### src/rtl/rotary_pkg.sv
// rotary_pkg -- shared definitions for the rotary shaft decoder.
//   DEBOUNCE_DEFAULT : default stable-cycle count for the input filters.
//   rot_state_t      : detent tracking FSM states.
package rotary_pkg;

  localparam int DEBOUNCE_DEFAULT = 1000;

  typedef enum logic [2:0] {
    ST_IDLE    = 3'd0,
    ST_A_FIRST = 3'd1,
    ST_B_FIRST = 3'd2,
    ST_DETENT  = 3'd3,
    ST_RESYNC  = 3'd4
  } rot_state_t;

endpackage

### src/rtl/rotary_decoder_debounce_filter.sv
// debounce_filter -- one quadrature channel: 2-flop synchronizer followed by
// a stable-time filter.
//   clk      : clock
//   rst      : asynchronous active-high reset (filtered value resets to 1)
//   raw      : asynchronous channel input, idle high
//   filtered : debounced channel value
// A clean raw edge reaches filtered exactly 2 + DEBOUNCE_CYCLES cycles later.
module debounce_filter
  import rotary_pkg::*;
#(
  parameter int DEBOUNCE_CYCLES = DEBOUNCE_DEFAULT
) (
  input  logic clk,
  input  logic rst,
  input  logic raw,
  output logic filtered
);

  // The counter is compared against N-1 so that the filtered value moves on
  // the N-th consecutive mismatching cycle.
  localparam logic [15:0] CNT_LAST = 16'(DEBOUNCE_CYCLES - 1);

  logic        sync1_reg;
  logic        sync2_reg;
  logic        filt_reg;
  logic [15:0] cnt_reg;

  always_ff @(posedge clk or posedge rst) begin
    if (rst) begin
      sync1_reg <= 1'b1;
      sync2_reg <= 1'b1;
      filt_reg  <= 1'b1;
      cnt_reg   <= '0;
    end else begin
      sync1_reg <= raw;
      sync2_reg <= sync1_reg;
      if (sync2_reg == filt_reg) begin
        cnt_reg <= '0;
      end else if (cnt_reg == CNT_LAST) begin
        filt_reg <= sync2_reg;
        cnt_reg  <= '0;
      end else begin
        cnt_reg <= cnt_reg + 16'd1;
      end
    end
  end

  assign filtered = filt_reg;

endmodule

### src/rtl/rotary_decoder.sv
// rotary_decoder -- quadrature rotary shaft decoder with per-channel debounce.
//   clk                : clock
//   rst                : asynchronous active-high reset
//   rot_a, rot_b       : raw quadrature channels, idle high
//   rotation_event     : high while the shaft sits in a valid detent-low region
//   rotation_direction : direction of the last detent, 1 = CW (A fell first)
//   detent_pulse       : one-cycle strobe when rotation_event rises
//   position           : 8-bit two's complement detent count, present only
//                        when macro ROTARY_POSITION_EN is defined
module rotary_decoder
  import rotary_pkg::*;
#(
  parameter int DEBOUNCE_CYCLES = DEBOUNCE_DEFAULT
) (
  input  logic       clk,
  input  logic       rst,
  input  logic       rot_a,
  input  logic       rot_b,
  output logic       rotation_event,
  output logic       rotation_direction,
  output logic       detent_pulse
`ifdef ROTARY_POSITION_EN
  ,output logic [7:0] position
`endif
);

  // Channel index 1 = A, 0 = B, so {filt[1], filt[0]} reads as (A,B).
  logic [1:0] raw_vec;
  logic [1:0] filt_vec;

  assign raw_vec = {rot_a, rot_b};

  generate
    for (genvar gi = 0; gi < 2; gi++) begin : g_chan
      debounce_filter #(
        .DEBOUNCE_CYCLES(DEBOUNCE_CYCLES)
      ) u_filter (
        .clk     (clk),
        .rst     (rst),
        .raw     (raw_vec[gi]),
        .filtered(filt_vec[gi])
      );
    end
  endgenerate

  rot_state_t state_reg;
  rot_state_t state_next;
  logic       event_reg;
  logic       pulse_reg;
  logic       dir_reg;
  logic       dir_next;
  logic       enter_detent;

  always_comb begin
    state_next = state_reg;
    dir_next   = dir_reg;
    case (state_reg)
      ST_IDLE: begin
        case (filt_vec)
          2'b01:   state_next = ST_A_FIRST;
          2'b10:   state_next = ST_B_FIRST;
          2'b00:   state_next = ST_RESYNC;  // both fell together: no direction
          default: state_next = ST_IDLE;
        endcase
      end
      ST_A_FIRST: begin
        if (filt_vec == 2'b00) begin
          state_next = ST_DETENT;
          dir_next   = 1'b1;
        end else if (filt_vec == 2'b11) begin
          state_next = ST_IDLE;
        end
      end
      ST_B_FIRST: begin
        if (filt_vec == 2'b00) begin
          state_next = ST_DETENT;
          dir_next   = 1'b0;
        end else if (filt_vec == 2'b11) begin
          state_next = ST_IDLE;
        end
      end
      ST_DETENT, ST_RESYNC: begin
        if (filt_vec == 2'b11) state_next = ST_IDLE;
      end
      default: state_next = ST_IDLE;
    endcase
  end

  assign enter_detent = (state_next == ST_DETENT) && (state_reg != ST_DETENT);

  always_ff @(posedge clk or posedge rst) begin
    if (rst) begin
      state_reg <= ST_IDLE;
      event_reg <= 1'b0;
      pulse_reg <= 1'b0;
      dir_reg   <= 1'b0;
    end else begin
      state_reg <= state_next;
      event_reg <= (state_next == ST_DETENT);
      pulse_reg <= enter_detent;
      dir_reg   <= dir_next;
    end
  end

  assign rotation_event     = event_reg;
  assign rotation_direction = dir_reg;
  assign detent_pulse       = pulse_reg;

`ifdef ROTARY_POSITION_EN
  logic [7:0] pos_reg;

  // Counts on the same edge the pulse is raised; natural 8-bit wrap.
  always_ff @(posedge clk or posedge rst) begin
    if (rst) begin
      pos_reg <= '0;
    end else if (enter_detent) begin
      pos_reg <= pos_reg + (dir_next ? 8'h01 : 8'hFF);
    end
  end

  assign position = pos_reg;
`endif

endmodule

### config.mk
export PLATFORM = sky130hd
export DESIGN_NAME = rotary_decoder
export DESIGN_NICKNAME = d
export VERILOG_FILES = /design/src/rtl/rotary_pkg.sv /design/src/rtl/rotary_decoder_debounce_filter.sv /design/src/rtl/rotary_decoder.sv
export SDC_FILE = /design/constraint.sdc
export NUM_CORES = 1
export LEC_CHECK = 0
export CORE_ASPECT_RATIO = 0.8
export CORE_MARGIN = 10
export CORE_UTILIZATION = 64
export CTS_CLUSTER_DIAMETER = 100
export CTS_CLUSTER_SIZE = 20
export DETAILED_ROUTE_END_ITERATION = 8
export GPL_TIMING_DRIVEN = 0
export PLACE_DENSITY = 0.91
export SETUP_SLACK_MARGIN = 0.4
export SLEW_MARGIN = 5
export SYNTH_ARGS = -nofsm -noshare
export SYNTH_HDL_FRONTEND = slang
export SYNTH_SLANG_ARGS = --single-unit
### constraint.sdc
create_clock -name clk -period 3 [get_ports clk]
set_input_delay 0.6 -clock clk [delete_from_list [all_inputs] [get_ports clk]]
set_output_delay 0.6 -clock clk [all_outputs]
set_load 0.03 [all_outputs]
==> summary.md, run 1 <==
| Metric | Value |
|---|---|
| Crit-path max cell delay | `about 0.4 ns` |
| Layout Skew | `~0.009 ns` |
| Setup crit end kind | `register` |
| Relative slew margins | `69.5%` |
| Synth Area in Compound Gates | `under 10%` |
| Die height | `between 70 and 80 um` |
| Hold violation count in the final report | `0` |
| WHS Endpoint | `g_chan[0].u_filter.sync2_reg$_DFF_PP1_` |
| Global-route wire length before repair | `6.18 mm` |
| CP Launch Type | `register` |
| Hold Slack | `about 0.36 ns` |
| Max Slew Vio Count | `0` |
| Top-area cell type share of the netlist area | `approximately 45%` |
| IO Port Bufs | `6` |
| Sequential share of the synthesized area | `between 50% and 60%` |
| 1st-pass router iterations | `4` |
| Final net count | `about 220` |
| Peak VDD IR | `approximately 0.00037 V` |
| Non-filler instance count after layout | `roughly 260` |
| FILL cells | `a little over 200` |
| Post-synth net total | `roughly 210` |
| DR vias/cell | `roughly 5.6` |
| Remaining global-route overflow | `0` |
| Power density of the placed cells | `436 nW/um^2` |
| Final ANT Viol Nets | `0` |
| CTS tree | `yes` |
| Yosys cell types | `35` |
| Area post-placement | `approximately 2200 um^2` |
| Count leader, synth | `dfrtp_1` |
| Post-CTS setup buffers | `0` |
| Cell Area, Synth | `2100 um^2` |
| Core Box Area | `3110 um^2` |
| Leakage | `0.962 nW` |
| Reg-to-Reg Start | `g_chan[0].u_filter.cnt_reg[0]$_DFF_PP0_` |
| DRT Wirelength | `between 3 and 4 mm` |
| Die X | `between 80 and 90 um` |
| Crit path cell chain | `ha_1 > and4_1 > nand4_1 > nand2_1 > clkbuf_1 > nor2_1` |
| Placed insts | `approximately 250` |
| Register-to-register setup slack | `1.01 ns` |
| Fmax | `between 500 and 600 MHz` |
| Yosys reg bits | `44` |
| FP Rows | `18` |
| CTS Sinks | `between 40 and 50` |
| Synth warnings | `0` |
| Top post-synthesis cells by count | `38 x dfrtp_1, 34 x nor2_1, 20 x xnor2_1` |
| # Max-Cap Violations | `0` |
| Initial antenna violation count | `0` |
| Clock-pin slew on the worst setup and hold paths | `~0.08 ns` |
| Endpoints failing setup | `0` |
| Initial Utilization | `67.5%` |
| P_sw | `between 0.0002 and 0.00025 W` |
| N_diodes | `0` |
| Initial DRC Count | `between 100 and 150` |
| Synth-to-Final Area Change | `10.6%` |
| Seq pwr share | `between 60% and 70%` |
| Post-detail-place hpwl | `approximately 2.6 mm` |
| Critical Path RT | `between 3 and 4 ns` |
| Min-Delay Path Class | `reg2reg` |
| Max clock buf depth | `2` |
| Synth async-reset ratio | `100%` |
| Synthesized area per cell | `between 10 and 15 um^2` |
| Register Area | `1110 um^2` |
| Largest family of logic cells by synthesized area | `simple AND/OR/NAND/NOR gates` |
| Actual slew at the worst max-slew pin | `~0.46 ns` |
| Mux contribution to synthesized area | `1.07%` |
| Tcrit/Tclk final | `roughly 66%` |
| Comb pwr share | `about 4.5%` |
| Post_cts resized | `0` |
| Crit-path max FO | `10` |
| Post-route cell area | `approximately 2300 um^2` |
| Synth area leader | `dfrtp_1` |
| WP data arrival | `between 2 and 2.5 ns` |
| H-tree depth | `2` |
| Share of cells above drive strength 1 | `a little under an eighth` |
| Worst hold path startpoint | `g_chan[0].u_filter.sync1_reg$_DFF_PP1_` |
| Die area | `between 5000 and 6000 um^2` |
| Switching Fraction | `about 22%` |
| Simple-gate share of the synthesized area | `between 20% and 30%` |
| Cell count after synthesis | `slightly above 200` |
| Clk network pwr share | `about a third` |
| Via count | `1442` |
| Area of the multi-input gates | `902 um^2` |
| Status | `complete, no violations` |
| Top area cells in the synthesized netlist | `dfrtp_1 45%, xnor2_1 8.3%, dfstp_2 7.5%, nor2_1 6.1%, xor2_1 3.8%` |
| Synth Area in Adders | `~2.1%` |
| Top FF cell, synth | `dfrtp_1` |
| Final GP Congestion | `0.814` |
| Hold path depth | `0` |
| Max FFs per register | `32` |
| Internal | `between 0.0007 and 0.0008 W` |
| Clk Latency, worst-skew pair | `approximately 0.29 ns` |
| Post-Route Setup TNS | `0 ns` |
| Number of enable flip-flop cells after synthesis | `0` |
| Cts bufs inserted | `5` |
| FF-to-FF End | `g_chan[0].u_filter.cnt_reg[12]$_DFF_PP0_` |
| DRC errors left | `0` |
| Largest net degree at the start of global routing | `26` |
| Number of global-route vias before repair | `about 1.4k` |
| Post-synthesis xor/xnor area fraction | `between 10 and 15%` |
| RSZ-0062 raised after global routing | `no` |
| CTS hold repair buffers | `0` |
| Setup CP Type | `reg2reg` |
| Post-layout util | `74.7%` |
| Min Tclk post-route | `1.99 ns` |
| Clk root buf | `clkbuf_8` |
| Cell family with most CP delay | `simple AND/OR/NAND/NOR gates` |
| IO Pins | `7` |
| WP buf/inv | `1` |
| Reg2Reg Depth | `6` |
| Tot GR Track Use | `approximately an eighth` |
| Critical path's slowest cell | `dfrtp_1` |
| WL per Instance | `roughly 14 um` |
==> stage by stage <==
step | setup slack, ns | power (W)
2_1_floorplan | 1.24 | 0.000653
4_1_cts | 1.04 | 0.00103
5_1_grt | 0.875 | 0.00105
3_5_place_dp | 1.05 | 0.000670
6_report | 1.01 | 0.00101
3_3_place_gp | 0.579 | 0.000664
==> cell usage in the layout (no fill, tap or decap), drive strengths merged, types with 2 or more instances in the layout <==
| cell | instances |
|---|---|
| dfrtp | 38 |
| nor2 | 36 |
| xnor2 | 20 |
| nand3 | 10 |
| clkbuf | 10 |
| xor2 | 9 |
| nor4 | 9 |
| nand4 | 8 |
| nand2 | 8 |
| inv | 8 |
| nor3 | 7 |
| a21oi | 6 |
| dfstp | 6 |
| clkdlybuf4s50 | 6 |
| and3 | 6 |
| or4 | 4 |
| buf | 4 |
| mux2 | 2 |
| and4 | 2 |
| o31ai | 2 |
| maj3 | 2 |
| o22a | 2 |
| ha | 2 |
==> routing by layer <==
metal / vias up / part of all wire, % / global-route usage, %
li1: 724 / - / -
met1: 674 / 48 / 15.4
met2: 36 / 45 / 19.8
met3: 8 / 4.9 / 3.73
met4: 0 / 1.5 / 3.53
met5: - / 0 / 0
==> area by class of cell <==
cell class	instances	area share (%)
multi-input combinational	143	38.9
clock inverter	2	0.539
timing repair buffer	7	3.77
tap	40	2.16
buffer	7	2.48
clock buffer	6	3.13
inverter	8	1.29
sequential	44	47.8
==> cell families (layout without fill, tap and decap cells) <==
logic type                 after synthesis  count (layout)
AOI/OAI and AO/OA                       13              13
muxes                                    2               2
adders and majority gates                4               4
buffers and inverters                   15              30
DFF                                     44              44
and+or+nand+nor                         95              95
xor gates and xnor gates                29              29
==> worst max path at each step <==
stage,from,end,slack (ns),depth (start not counted)
2_1_floorplan,g_chan[1].u_filter.cnt_reg[4]$_DFF_PP0_,g_chan[1].u_filter.cnt_reg[10]$_DFF_PP0_,1.24,6
3_3_place_gp,rst,g_chan[1].u_filter.cnt_reg[0]$_DFF_PP0_,0.58,2
3_5_place_dp,g_chan[0].u_filter.cnt_reg[0]$_DFF_PP0_,g_chan[0].u_filter.cnt_reg[12]$_DFF_PP0_,1.05,6
4_1_cts,rotation_direction$_DFFE_PP0P_,rotation_direction,1.04,1
5_1_grt,g_chan[0].u_filter.cnt_reg[0]$_DFF_PP0_,g_chan[0].u_filter.cnt_reg[11]$_DFF_PP0_,0.88,6
6_report,g_chan[0].u_filter.cnt_reg[0]$_DFF_PP0_,g_chan[0].u_filter.cnt_reg[12]$_DFF_PP0_,1.01,6
==> power by group through the flow <==
stage	combinational, W	clock, W	sequential (W)
3_3_place_gp	0.0000410	0	0.000623
3_5_place_dp	0.0000466	0	0.000624
2_1_floorplan	0.0000305	0	0.000622
4_1_cts	0.0000468	0.000366	0.000612
5_1_grt	0.0000519	0.000388	0.000614
6_report	0.0000457	0.000354	0.000613
==> worst register-to-register path, cell delays in order, from the launching register on <==
cell and delay [ns]:
dfrtp_1 0.40, ha_1 0.28, and4_1 0.24, nand4_1 0.20, nand2_1 0.25, clkbuf_1 0.39, nor2_1 0.11
Power figures use the tool's default switching activity.
==> inputs of run 2 (changes only) <==
CORE_UTILIZATION = 60   (was 64)
PLACE_DENSITY = 0.86   (was 0.91)
clock period = 2 ns   (was 3 ns; I/O delays follow)
==> summary.md, run 2 (synthesis results as in run 1) <==
| Metric | Value |
|---|---|
| Seq pwr share | `53.7% (was 60.5%)` |
| Tot GR Track Use | `13.7% (was 12.2%)` |
| Actual slew at the worst max-slew pin | `0.429 ns (was 0.457 ns)` |
| Endpoints failing setup | `0 (unchanged)` |
| Peak VDD IR | `0.000734 V (was 0.000369 V)` |
| 1st-pass router iterations | `5 (was 4)` |
| Clk root buf | `clkbuf_8 (unchanged)` |
| Cts bufs inserted | `5 (unchanged)` |
| # Max-Cap Violations | `0 (unchanged)` |
| Setup crit end kind | `register (unchanged)` |
| Core Box Area | `3400 um^2 (was 3110 um^2)` |
| Tcrit/Tclk final | `91.5% (was 66.2%)` |
| IO Port Bufs | `6 (unchanged)` |
| Relative slew margins | `71.3% (was 69.5%)` |
| Share of cells above drive strength 1 | `25.7% (was 12.0%)` |
| Max clock buf depth | `2 (unchanged)` |
| RSZ-0062 raised after global routing | `yes (was no)` |
| Max Slew Vio Count | `0 (unchanged)` |
| Power density of the placed cells | `665 nW/um^2 (was 436 nW/um^2)` |
| CP Launch Type | `register (unchanged)` |
| N_diodes | `0 (unchanged)` |
| Min Tclk post-route | `1.83 ns (was 1.99 ns)` |
| WL per Instance | `15.6 um (was 13.7 um)` |
| Setup CP Type | `reg2reg (unchanged)` |
| Initial Utilization | `61.7% (was 67.5%)` |
| CTS Sinks | `44 (unchanged)` |
| Critical Path RT | `2.20 ns (was 3.17 ns)` |
| DR vias/cell | `5.84 (was 5.61)` |
| FILL cells | `202 (was 207)` |
| Post-detail-place hpwl | `2.41 mm (was 2.57 mm)` |
| Synth-to-Final Area Change | `22.7% (was 10.6%)` |
| Register Area | `1110 um^2 (about the same)` |
| Hold violation count in the final report | `0 (unchanged)` |
| Status | `complete, no violations (unchanged)` |
| Crit path cell chain | `or4_4 > nor4_4 > nand2b_4 > buf_6 > buf_12 > nor2_1 (was ha_1 > and4_1 > nand4_1 > nand2_1 > clkbuf_1 > nor2_1)` |
| Area of the multi-input gates | `973 um^2 (was 902 um^2)` |
| Via count | `1630 (was 1442)` |
| Global-route wire length before repair | `6.82 mm (was 6.18 mm)` |
| DRT Wirelength | `4.36 mm (was 3.51 mm)` |
| DRC errors left | `0 (unchanged)` |
| Post-layout util | `75.7% (was 74.7%)` |
| Fmax | `547 MHz (was 504 MHz)` |
| Internal | `0.00132 W (was 0.000786 W)` |
| Comb pwr share | `5.2% (was 4.5%)` |
| Max FFs per register | `32 (unchanged)` |
| WP data arrival | `2.03 ns (was 2.15 ns)` |
| Leakage | `1.10 nW (was 0.962 nW)` |
| Final ANT Viol Nets | `0 (unchanged)` |
| Initial DRC Count | `175 (was 115)` |
| Layout Skew | `0.00643 ns (was 0.00907 ns)` |
| CTS tree | `yes (unchanged)` |
| Die X | `86.1 um (was 84.0 um)` |
| Initial antenna violation count | `0 (unchanged)` |
| Clock-pin slew on the worst setup and hold paths | `0.09 ns (was 0.08 ns)` |
| Largest net degree at the start of global routing | `30 (was 26)` |
| Die area | `6280 um^2 (was 5980 um^2)` |
| Post-Route Setup TNS | `0 ns (unchanged)` |
| Critical path's slowest cell | `or4_4 (was dfrtp_1)` |
| Remaining global-route overflow | `0 (unchanged)` |
| Final net count | `242 (was 222)` |
| Commonest non-fill, non-tap cells in the layout | `34 x nor2_1, 34 x dfrtp_1, 20 x xnor2_1, 20 x buf_4 (was 38 x dfrtp_1, 34 x nor2_1, 20 x xnor2_1, 9 x nand3_1, 9 x xor2_1)` |
| Crit-path max cell delay | `0.55 ns (was 0.40 ns)` |
| Switching Fraction | `22.7% (was 22.4%)` |
| Final GP Congestion | `0.842 (was 0.814)` |
| Number of global-route vias before repair | `1435 (was 1385)` |
| P_sw | `0.000389 W (was 0.000226 W)` |
| H-tree depth | `2 (unchanged)` |
| FP Rows | `19 (was 18)` |
| Min-Delay Path Class | `reg2reg (unchanged)` |
| Crit-path max FO | `10 (unchanged)` |
| Clk network pwr share | `41.1% (was 35.0%)` |
| IO Pins | `7 (unchanged)` |
| Clk Latency, worst-skew pair | `0.31 ns (was 0.29 ns)` |
| Die height | `72.9 um (was 71.2 um)` |
==> run 2: cell count changes in the layout (fill, tap and decap cells not counted), moves of 2 or more <==
cell and delta:
clkbuf_1 -3, nor4_2 +2, dfrtp_1 -4, buf_4 +20
clkdlybuf4s50_1 -3, nor4_1 -3, dlygate4sd2_1 +3, or4_1 -2
dfrtp_2 +4, or4_4 +2, clkinv_4 +2
==> run 2: cell type report <==
class                           count  area share, %
Clock inverter                      3           1.85
Clock buffer                        5           2.67
Tap cell                           42           2.04
Buffer                              7           2.43
Timing Repair Buffer               27           8.79
Inverter                            8           1.17
Multi-Input combinational cell    143           37.8
Sequential cell                    44           43.2
==> run 2: worst paths after layout <==
kind / from / to / slack, ns / depth (start not counted)
min: g_chan[1].u_filter.sync1_reg$_DFF_PP1_ / g_chan[1].u_filter.sync2_reg$_DFF_PP1_ / 0.36 / 0
max: g_chan[1].u_filter.cnt_reg[15]$_DFF_PP0_ / g_chan[1].u_filter.cnt_reg[14]$_DFF_PP0_ / 0.17 / 6
min reg2reg: g_chan[1].u_filter.sync1_reg$_DFF_PP1_ / g_chan[1].u_filter.sync2_reg$_DFF_PP1_ / 0.36 / 0
max reg2reg: g_chan[1].u_filter.cnt_reg[15]$_DFF_PP0_ / g_chan[1].u_filter.cnt_reg[14]$_DFF_PP0_ / 0.17 / 6
min in group asynchronous: rst / g_chan[1].u_filter.cnt_reg[9]$_DFF_PP0_ / 0.37 / 2
max in group asynchronous: rst / g_chan[0].u_filter.sync2_reg$_DFF_PP1_ / 1.11 / 3
==> run 2: layer usage <==
metal	global-route usage [%]	wire length, um
met4	7.66	118
met1	17.7	1970
met2	20.4	2080
met5	0	0
met3	3.68	189
==> run 2: per-stage QoR <==
stage	setup WS, ns	instances	hold WS (ns)	power [W]	area [um^2]
floorplan	0.244	202	0.345	0.000979	2100
global placement	-0.238	250	0.346	0.000997	2210
detailed placement	0.104	251	0.349	0.00100	2230
CTS	0.163	268	0.358	0.00171	2450
global route	0.0402	279	0.363	0.00178	2570
finish	0.171	279	0.361	0.00171	2570
==> run 2: worst max-delay path, delay by kind of cell, from the launching register on <==
| kind | cells | cell delay, ns |
|---|---|---|
| and+or+nand+nor | 4 | 1.09 |
| DFF | 1 | 0.40 |
| buffers and inverters | 2 | 0.23 |
==> run 2: what timing repair did <==
item | 4_1_cts | 5_1_grt
hold buffers | 0 | 0
endpoints found under the hold margin | 0 | 0
pin swaps | 3 | 4
setup buffers | 9 | 11
setup endpoints to repair | 31 | 32
resized for setup | 14 | 9
==> run 2: power groups by stage <==
| stage | sequential [W] | combinational, W | clock (W) |
|---|---|---|---|
| floorplan | 0.000933 | 0.0000455 | 0 |
| global placement | 0.000935 | 0.0000618 | 0 |
| detailed placement | 0.000935 | 0.0000680 | 0 |
| CTS | 0.000919 | 0.0000770 | 0.000712 |
| global route | 0.000922 | 0.0000997 | 0.000753 |
| finish | 0.000920 | 0.0000896 | 0.000704 |
==> inputs of run 3 (changes only) <==
CORE_MARGIN = 3   (was 10)
GPL_ROUTABILITY_DRIVEN = 1   (was default)
GPL_TIMING_DRIVEN = default   (was 0)
==> summary.md, run 3 (synthesis results as in run 1) <==
| Metric | Value |
|---|---|
| # Max-Cap Violations | `0 (unchanged)` |
| WL per Instance | `18.0 um (was 15.6 um)` |
| CTS tree | `yes (unchanged)` |
| FP Rows | `18 (was 19)` |
| Area post-placement | `2190 um^2 (was 2230 um^2)` |
| Via count | `1642 (was 1630)` |
| Reg-to-Reg Start | `g_chan[1].u_filter.cnt_reg[15]$_DFF_PP0_ (unchanged)` |
| Pwr Total | `0.00158 W (was 0.00171 W)` |
| Tot GR Track Use | `22.4% (was 13.7%)` |
| 1st-pass router iterations | `4 (was 5)` |
| Final WS setup | `0.191 ns (was 0.171 ns)` |
| Reg2Reg Depth | `5 (was 6)` |
| Crit-path max cell delay | `0.55 ns (about the same)` |
| WP data arrival | `1.99 ns (was 2.03 ns)` |
| Max FFs per register | `32 (unchanged)` |
| Area of the multi-input gates | `1000 um^2 (was 973 um^2)` |
| Die X | `72.1 um (was 86.1 um)` |
| Core Box Area | `3220 um^2 (was 3400 um^2)` |
| Crit-path max FO | `8 (was 10)` |
| Commonest non-fill, non-tap cells in the layout | `35 x dfrtp_1, 30 x nor2_1, 20 x xnor2_1, 11 x buf_4 (was 34 x nor2_1, 34 x dfrtp_1, 20 x xnor2_1, 20 x buf_4)` |
| Register Area | `1110 um^2 (about the same)` |
| Final GP Congestion | `0.848 (was 0.842)` |
| CP Depth | `5 (was 6)` |
| FILL cells | `188 (was 202)` |
| Post-detail-place hpwl | `2.60 mm (was 2.41 mm)` |
| Global-route wire length before repair | `7.16 mm (was 6.82 mm)` |
| Leakage | `1.03 nW (was 1.10 nW)` |
| Min Tclk post-route | `1.81 ns (was 1.83 ns)` |
| RSZ-0062 raised after global routing | `yes (unchanged)` |
| Final ANT Viol Nets | `0 (unchanged)` |
| Worst setup startpoint | `g_chan[1].u_filter.cnt_reg[15]$_DFF_PP0_ (unchanged)` |
| Final net count | `229 (was 242)` |
| Peak VDD IR | `0.000518 V (was 0.000734 V)` |
| Hold Slack | `0.359 ns (was 0.361 ns)` |
| Layout Skew | `0.00565 ns (was 0.00643 ns)` |
| Share of cells above drive strength 1 | `22.3% (was 25.7%)` |
| Hold violation count in the final report | `0 (unchanged)` |
| Status | `complete, no violations (unchanged)` |
| Initial Utilization | `65.2% (was 61.7%)` |
| Die height | `58.9 um (was 72.9 um)` |
| Setup CP Type | `reg2reg (unchanged)` |
| Clk Latency, worst-skew pair | `0.30 ns (was 0.31 ns)` |
| IO Pins | `7 (unchanged)` |
| Power density of the placed cells | `633 nW/um^2 (was 665 nW/um^2)` |
| Synth-to-Final Area Change | `18.7% (was 22.7%)` |
| Clk root buf | `clkbuf_8 (unchanged)` |
| Post-route cell area | `2490 um^2 (was 2570 um^2)` |
| Setup crit end kind | `register (unchanged)` |
| Endpoints failing setup | `0 (unchanged)` |
| Cts bufs inserted | `5 (unchanged)` |
| Dpl ws | `0.118 ns (was 0.104 ns)` |
| Actual slew at the worst max-slew pin | `0.478 ns (was 0.429 ns)` |
| Max clock buf depth | `2 (unchanged)` |
| DRC errors left | `0 (unchanged)` |
| Die area | `4250 um^2 (was 6280 um^2)` |
| CP Launch Type | `register (unchanged)` |
| Largest net degree at the start of global routing | `36 (was 30)` |
| Relative slew margins | `68.0% (was 71.3%)` |
| Max Slew Vio Count | `0 (unchanged)` |
| Critical Path RT | `2.19 ns (was 2.20 ns)` |
| Critical path's slowest cell | `or4_4 (unchanged)` |
| H-tree depth | `2 (unchanged)` |
| Remaining global-route overflow | `0 (unchanged)` |
| CTS Sinks | `44 (unchanged)` |
| Post-Route Setup TNS | `0 ns (unchanged)` |
| Initial DRC Count | `203 (was 175)` |
| DR vias/cell | `6.22 (was 5.84)` |
| Crit path cell chain | `or4_4 > nor4_4 > nand2b_4 > clkbuf_16 > nor2_2 (was or4_4 > nor4_4 > nand2b_4 > buf_6 > buf_12 > nor2_1)` |
| Register-to-register setup slack | `0.19 ns (was 0.17 ns)` |
| Clock-pin slew on the worst setup and hold paths | `0.07 ns (was 0.09 ns)` |
| Number of global-route vias before repair | `1582 (was 1435)` |
| Min-Delay Path Class | `reg2reg (unchanged)` |
| WP buf/inv | `1 (was 2)` |
| Worst setup path endpoint | `g_chan[1].u_filter.cnt_reg[0]$_DFF_PP0_ (was g_chan[1].u_filter.cnt_reg[14]$_DFF_PP0_)` |
| N_diodes | `0 (unchanged)` |
| Leading cell type in the layout, fill and taps excluded | `dfrtp_1` |
| Initial antenna violation count | `0 (unchanged)` |
| FF-to-FF End | `g_chan[1].u_filter.cnt_reg[0]$_DFF_PP0_ (was g_chan[1].u_filter.cnt_reg[14]$_DFF_PP0_)` |
| Tcrit/Tclk final | `90.4% (was 91.5%)` |
| DRT Wirelength | `4.75 mm (was 4.36 mm)` |
| IO Port Bufs | `6 (unchanged)` |
| Cell family with most CP delay | `simple AND/OR/NAND/NOR gates (unchanged)` |
| Fmax | `553 MHz (was 547 MHz)` |
[run 3: final cells by class]
cell class,instances,area share (%)
Inverter,8,1.21
Clock buffer,8,3.62
Multi-Input combinational cell,144,40.3
Tap cell,40,2.01
Timing Repair Buffer,20,8.19
Sequential cell,44,44.7
[run 3: worst min-delay path by stage]
stage | from | to | slack (ns) | depth (start not counted)
final | g_chan[1].u_filter.sync1_reg$_DFF_PP1_ | g_chan[1].u_filter.sync2_reg$_DFF_PP1_ | 0.36 | 0
after global routing | g_chan[1].u_filter.sync1_reg$_DFF_PP1_ | g_chan[1].u_filter.sync2_reg$_DFF_PP1_ | 0.36 | 0
after CTS | g_chan[1].u_filter.sync1_reg$_DFF_PP1_ | g_chan[1].u_filter.sync2_reg$_DFF_PP1_ | 0.36 | 0
after detailed placement | g_chan[1].u_filter.sync1_reg$_DFF_PP1_ | g_chan[1].u_filter.sync2_reg$_DFF_PP1_ | 0.35 | 0
after global placement | g_chan[0].u_filter.sync1_reg$_DFF_PP1_ | g_chan[0].u_filter.sync2_reg$_DFF_PP1_ | 0.35 | 0
after floorplan | g_chan[0].u_filter.sync1_reg$_DFF_PP1_ | g_chan[0].u_filter.sync2_reg$_DFF_PP1_ | 0.35 | 0
[run 3: what timing repair did]
| item | CTS | global route |
|---|---|---|
| cloned | 0 | 2 |
| endpoints found under the setup margin | 35 | 34 |
| hold buffers | 0 | 0 |
| gates resized for setup | 14 | 12 |
| setup buffers | 8 | 3 |
| pin swaps | 2 | 7 |
[run 3: where the power goes]
part	switching, W	internal, W	total, W	leakage, nW
registers	0.0000167	0.000907	0.000923	0.579
logic	0.0000497	0.0000341	0.0000838	0.404
clock network	0.000287	0.000282	0.000569	0.0455
[run 3: worst register-to-register path: stages, from the launching register on]
cell and delay (ns):
dfrtp_1 0.39, or4_4 0.55, nor4_4 0.33, nand2b_4 0.22
clkbuf_16 0.16, nor2_2 0.05
[run 3: metrics by stage]
| stage | utilization (%) | instances |
|---|---|---|
| floorplan | - | 202 |
| global placement | 68.0 | 243 |
| detailed placement | 68.0 | 243 |
| CTS | 74.0 | 259 |
| global route | 77.4 | 264 |
| finish | 77.4 | 264 |
[run 3: per-layer routing]
metal	part of all wire, %	GRT usage, %
met1	39	26.9
met2	51	36.4
met3	6.8	7.68
met4	3.7	10.7
met5	0	0
